===== src/rtl/if_id_queue.sv =====
// IF/ID decoupling queue: in-order buffer of {pc, instr} pairs between fetch and decode,
// with single-cycle flush, NOP presentation when empty and a saturating starvation counter.
module if_id_queue #(
  parameter int unsigned DEPTH = 2,
  parameter int unsigned CNT_W = 16
) (
  input  logic             clk,
  input  logic             rst,
  input  logic             flush,
  input  logic             in_valid,
  input  logic [31:0]      in_pc,
  input  logic [31:0]      in_instr,
  output logic             in_ready,
  output logic             out_valid,
  output logic [31:0]      out_pc,
  output logic [31:0]      out_instr,
  input  logic             out_ready,
  output logic [CNT_W-1:0] starve_cnt
);

  localparam int unsigned AW = (DEPTH > 1) ? $clog2(DEPTH) : 1;
  localparam logic [AW:0] FULL = (AW + 1)'(DEPTH);

  logic [63:0]   mem [DEPTH];
  logic [AW-1:0] rd_ptr;
  logic [AW-1:0] wr_ptr;
  logic [AW:0]   count;
  logic          push;
  logic          pop;
  logic [63:0]   head;

  // Ready comes from registered count only, so a pop never opens a slot in the same cycle.
  assign in_ready  = (count != FULL);
  assign out_valid = (count != '0);
  assign push      = in_valid & in_ready & ~flush;
  assign pop       = out_valid & out_ready & ~flush;

  always_ff @(posedge clk or negedge rst) begin
    if (!rst) begin
      rd_ptr <= '0;
      wr_ptr <= '0;
      count  <= '0;
    end else if (flush) begin
      rd_ptr <= '0;
      wr_ptr <= '0;
      count  <= '0;
    end else begin
      if (push) wr_ptr <= wr_ptr + 1'b1;
      if (pop)  rd_ptr <= rd_ptr + 1'b1;
      case ({push, pop})
        2'b10:   count <= count + 1'b1;
        2'b01:   count <= count - 1'b1;
        default: count <= count;
      endcase
    end
  end

  // Storage is intentionally left out of reset; validity is tracked by count alone.
  always_ff @(posedge clk) begin
    if (push) mem[wr_ptr] <= {in_pc, in_instr};
  end

  assign head      = mem[rd_ptr];
  assign out_pc    = out_valid ? head[63:32] : '0;
  assign out_instr = out_valid ? head[31:0]  : '0;

  always_ff @(posedge clk or negedge rst) begin
    if (!rst) begin
      starve_cnt <= '0;
    end else if (out_ready && !out_valid && !flush && !(&starve_cnt)) begin
      starve_cnt <= starve_cnt + 1'b1;
    end
  end

endmodule


===== config.mk =====
export PLATFORM = sky130hd
export DESIGN_NAME = if_id_queue
export DESIGN_NICKNAME = d
export VERILOG_FILES = /design/src/rtl/if_id_queue.sv
export SDC_FILE = /design/constraint.sdc
export NUM_CORES = 1
export LEC_CHECK = 0
export BUFFER_PORTS_ARGS = -buffer_cell sky130_fd_sc_hd__buf_2
export CAP_MARGIN = 15
export CELL_PAD_IN_SITES_DETAIL_PLACEMENT = 1
export CELL_PAD_IN_SITES_GLOBAL_PLACEMENT = 1
export CORE_MARGIN = 5
export CORE_UTILIZATION = 46
export CTS_BUF_LIST = sky130_fd_sc_hd__clkbuf_16
export CTS_CLUSTER_SIZE = 8
export DETAILED_ROUTE_END_ITERATION = 7
export PLACE_DENSITY = 0.88
export SLEW_MARGIN = 20
export SYNTH_ARGS = -nofsm -noshare
export SYNTH_HDL_FRONTEND = slang
export SYNTH_SLANG_ARGS = --single-unit

===== constraint.sdc =====
create_clock -name clk -period 17.79 [get_ports clk]
set_input_delay 0.8895 -clock clk [delete_from_list [all_inputs] [get_ports clk]]
set_output_delay 0.8895 -clock clk [all_outputs]
set_load 0.02 [all_outputs]

==> results.txt <==
Clock power share: 40.4%
Hold Path Class: in -> async
Initial antenna violation count: 1
Max Cap Viol: 0
Count of final setup violators: 0
Worst Max-Slew Pin Slew: 1150 ps
Mapped Area: 5810 um^2
CTS Sinks: 148
GRT Overall Usage: 18.6%
Hold slack: 444 ps
First-pass GRT wire length: 20,800 um
DP Worst Slack: 15,090 ps
WS Path Type: reg -> out
Outcome: complete, no violations
Sw Ratio: 24.3%
Vias per cell: 5.08
Hold_buf cts: 0
Synthesized net count: 435
Reg clk slew, reported paths: 60 ps
Largest net degree at the start of global routing: 66
Post-CTS Setup Inserts: 0
Fin util: 58.9%
PortBufs: 150
Antenna cells: 0
IO Count: 151
Worst Setup End Kind: primary output
Lkg Pwr: 2.92 nW
Syn avg cell area: 15.9 um^2
Detailed-route via count: 3,604
Most frequent cell after synthesis: edfxtp_1
Routed Antenna Nets: 0
Wirelength, routed: 13,500 um
Top cell type's share of synthesized area: 66.1%
CP Cell Sequence: mux2i_1, nor2_1, buf_2
Final min period: 3130 ps
Final Hold Fails: 0
CP Data Arrival Time: 2240 ps
Global route overflow: 0
Hpwl dp: 9360 um
Main synth FF type: edfxtp_1
Area leader, netlist: edfxtp_1
Slowest Stage Delay on Critical Path: 1140 ps
Initial DRT Pass Iterations: 4
Nature of the critical path startpoint: flop
Clock Latency Late Sink: 410 ps
Synthesis-to-layout area growth: 26.8%
Internal power: 0.000669 W
Clk_skew: 6.91 ps
Htree depth: 4
Post-synthesis sequential area ratio: 74.7%
Root Driver: clkbuf_16
Fin nets: 594
Critical path's slowest cell: dfrtp_4
DIE WIDTH: 122 um
Die H: 122 um
Post-CTS sizing: 0
Maximum VDD drop: 0.0637 mV
Required time of the critical path: 16,900 ps
Largest cells by area after synthesis: edfxtp_1, mux2i_1, dfrtp_1
Core box area: 12,500 um^2
Layout cells sized above 1: 35.4%
Layout filler cell count: 1,281
Multi-input gate area: 1420 um^2
Final setup margin: 14,660 ps
Register area: 4350 um^2
Total power: 0.000884 W
Total Die Area: 15,000 um^2
Number of buffers created by CTS: 17
CTS tree: built
Vias in the first global route: 3,937
Fmax: 0.320 GHz
RSZ-0062 raised after global routing: false
Post-synth ARST share: 13.5%
Setup TNS: 0 ps
WP buf/inv: 1
Most frequent cells after synthesis: edfxtp_1, nor2_1, mux2i_1
Synthesized instance count: 365
Slew HR: 23.3%
Top fanout value on the critical path: 65
Maximum root-to-sink buffer count: 2
Psw: 0.000214 W
Reg power frac: 47.8%
DR WL/cell: 19.1 um
DR iter-0 viols: 204
Comb power frac: 11.8%
#FFs+latches synth: 148
Drt drc: 0
Final Wtd Congestion: 0.839
Initial Util: 46.4%
Count of cell types in the netlist: 33
Cell row count: 41
Final Cycle Share: 17.6%
Number of flops mapped to enable cells by yosys: 128
Slew Viols, Final: 0
Delay-heaviest family, CP: flip-flops
Power density over the cells: 120 nW/um^2
YS warnings: 0
[cell type report]
type / instances / share of cell area, %
Sequential cell: 148 / 59.0
Multi-Input combinational cell: 201 / 19.2
Timing Repair Buffer: 155 / 10.7
Clock buffer: 17 / 5.77
Tap cell: 172 / 2.92
Clock inverter: 15 / 2.31
Inverter: 1 / 0.0509
[flip-flops by register name, summed over array words and instances, names as in the netlist]
name        count
mem           128
count           2
starve_cnt     16
wr_ptr          1
rd_ptr          1
[worst reg2reg max path, cell delays in order (launching register included)]
cell     delay [ps]
dfrtp_1         450
or4b_1          770
nor4_4          440
nand4_1         160
xnor2_1         160
[per-stage QoR]
stage / std cells / cell area [um^2]
3_3_place_gp: 677 / 6770
2_1_floorplan: 365 / 5810
4_1_cts: 709 / 7370
3_5_place_dp: 677 / 6770
6_report: 709 / 7370
5_1_grt: 709 / 7370
[logic make-up after synthesis]
logic type,count (synthesis),synth area share [%]
buffers and inverters,16,1.18
adders and majority gates,1,0.215
xor gates and xnor gates,17,2.56
AOI/OAI and AO/OA,3,0.323
DFF,148,74.7
muxes,66,11.4
and+or+nand+nor,114,9.60
[power groups by stage]
stage	clock network, W	registers [W]	logic (W)
after global placement	0	0.000427	0.000101
final	0.000357	0.000422	0.000104
after detailed placement	0	0.000429	0.000106
after floorplan	0	0.000429	0.0000602
after global routing	0.000384	0.000425	0.000113
after CTS	0.000366	0.000422	0.000106
[worst paths after layout]
check | slack (ps) | depth (start not counted) | start | to
max | 14660 | 3 | rd_ptr | out_instr[14]
min | 440 | 1 | rst | starve_cnt[11]
max reg2reg | 15690 | 4 | count[1] | starve_cnt[13]
min reg2reg | 530 | 1 | starve_cnt[14] | starve_cnt[14]
max in group asynchronous | 16970 | 1 | rst | rd_ptr
min in group clk | 530 | 1 | starve_cnt[14] | starve_cnt[14]
[cells in the final DEF, fill, tap and decap left out, types with 5 or more instances in the layout]
| cell | n |
|---|---|
| buf_2 | 150 |
| buf_4 | 5 |
| clkbuf_16 | 17 |
| clkinv_1 | 5 |
| dfrtp_1 | 19 |
| edfxtp_1 | 128 |
| mux2i_1 | 65 |
| nand2_1 | 6 |
| nand3_1 | 6 |
| nand4_1 | 9 |
| nor2_1 | 70 |
| xnor2_1 | 7 |
| xor2_1 | 10 |
[metal layers]
| layer | part of all wire (%) | wire length (um) | global-route usage, % |
|---|---|---|---|
| met1 | 38 | 5090 | 20.6 |
| met2 | 54 | 7290 | 33.5 |
| met3 | 7.3 | 990 | 7.14 |
| met4 | 1.0 | 138 | 4.97 |
| met5 | 0.13 | 18 | 0 |
Note: power is estimated with default switching activity, not from simulation.
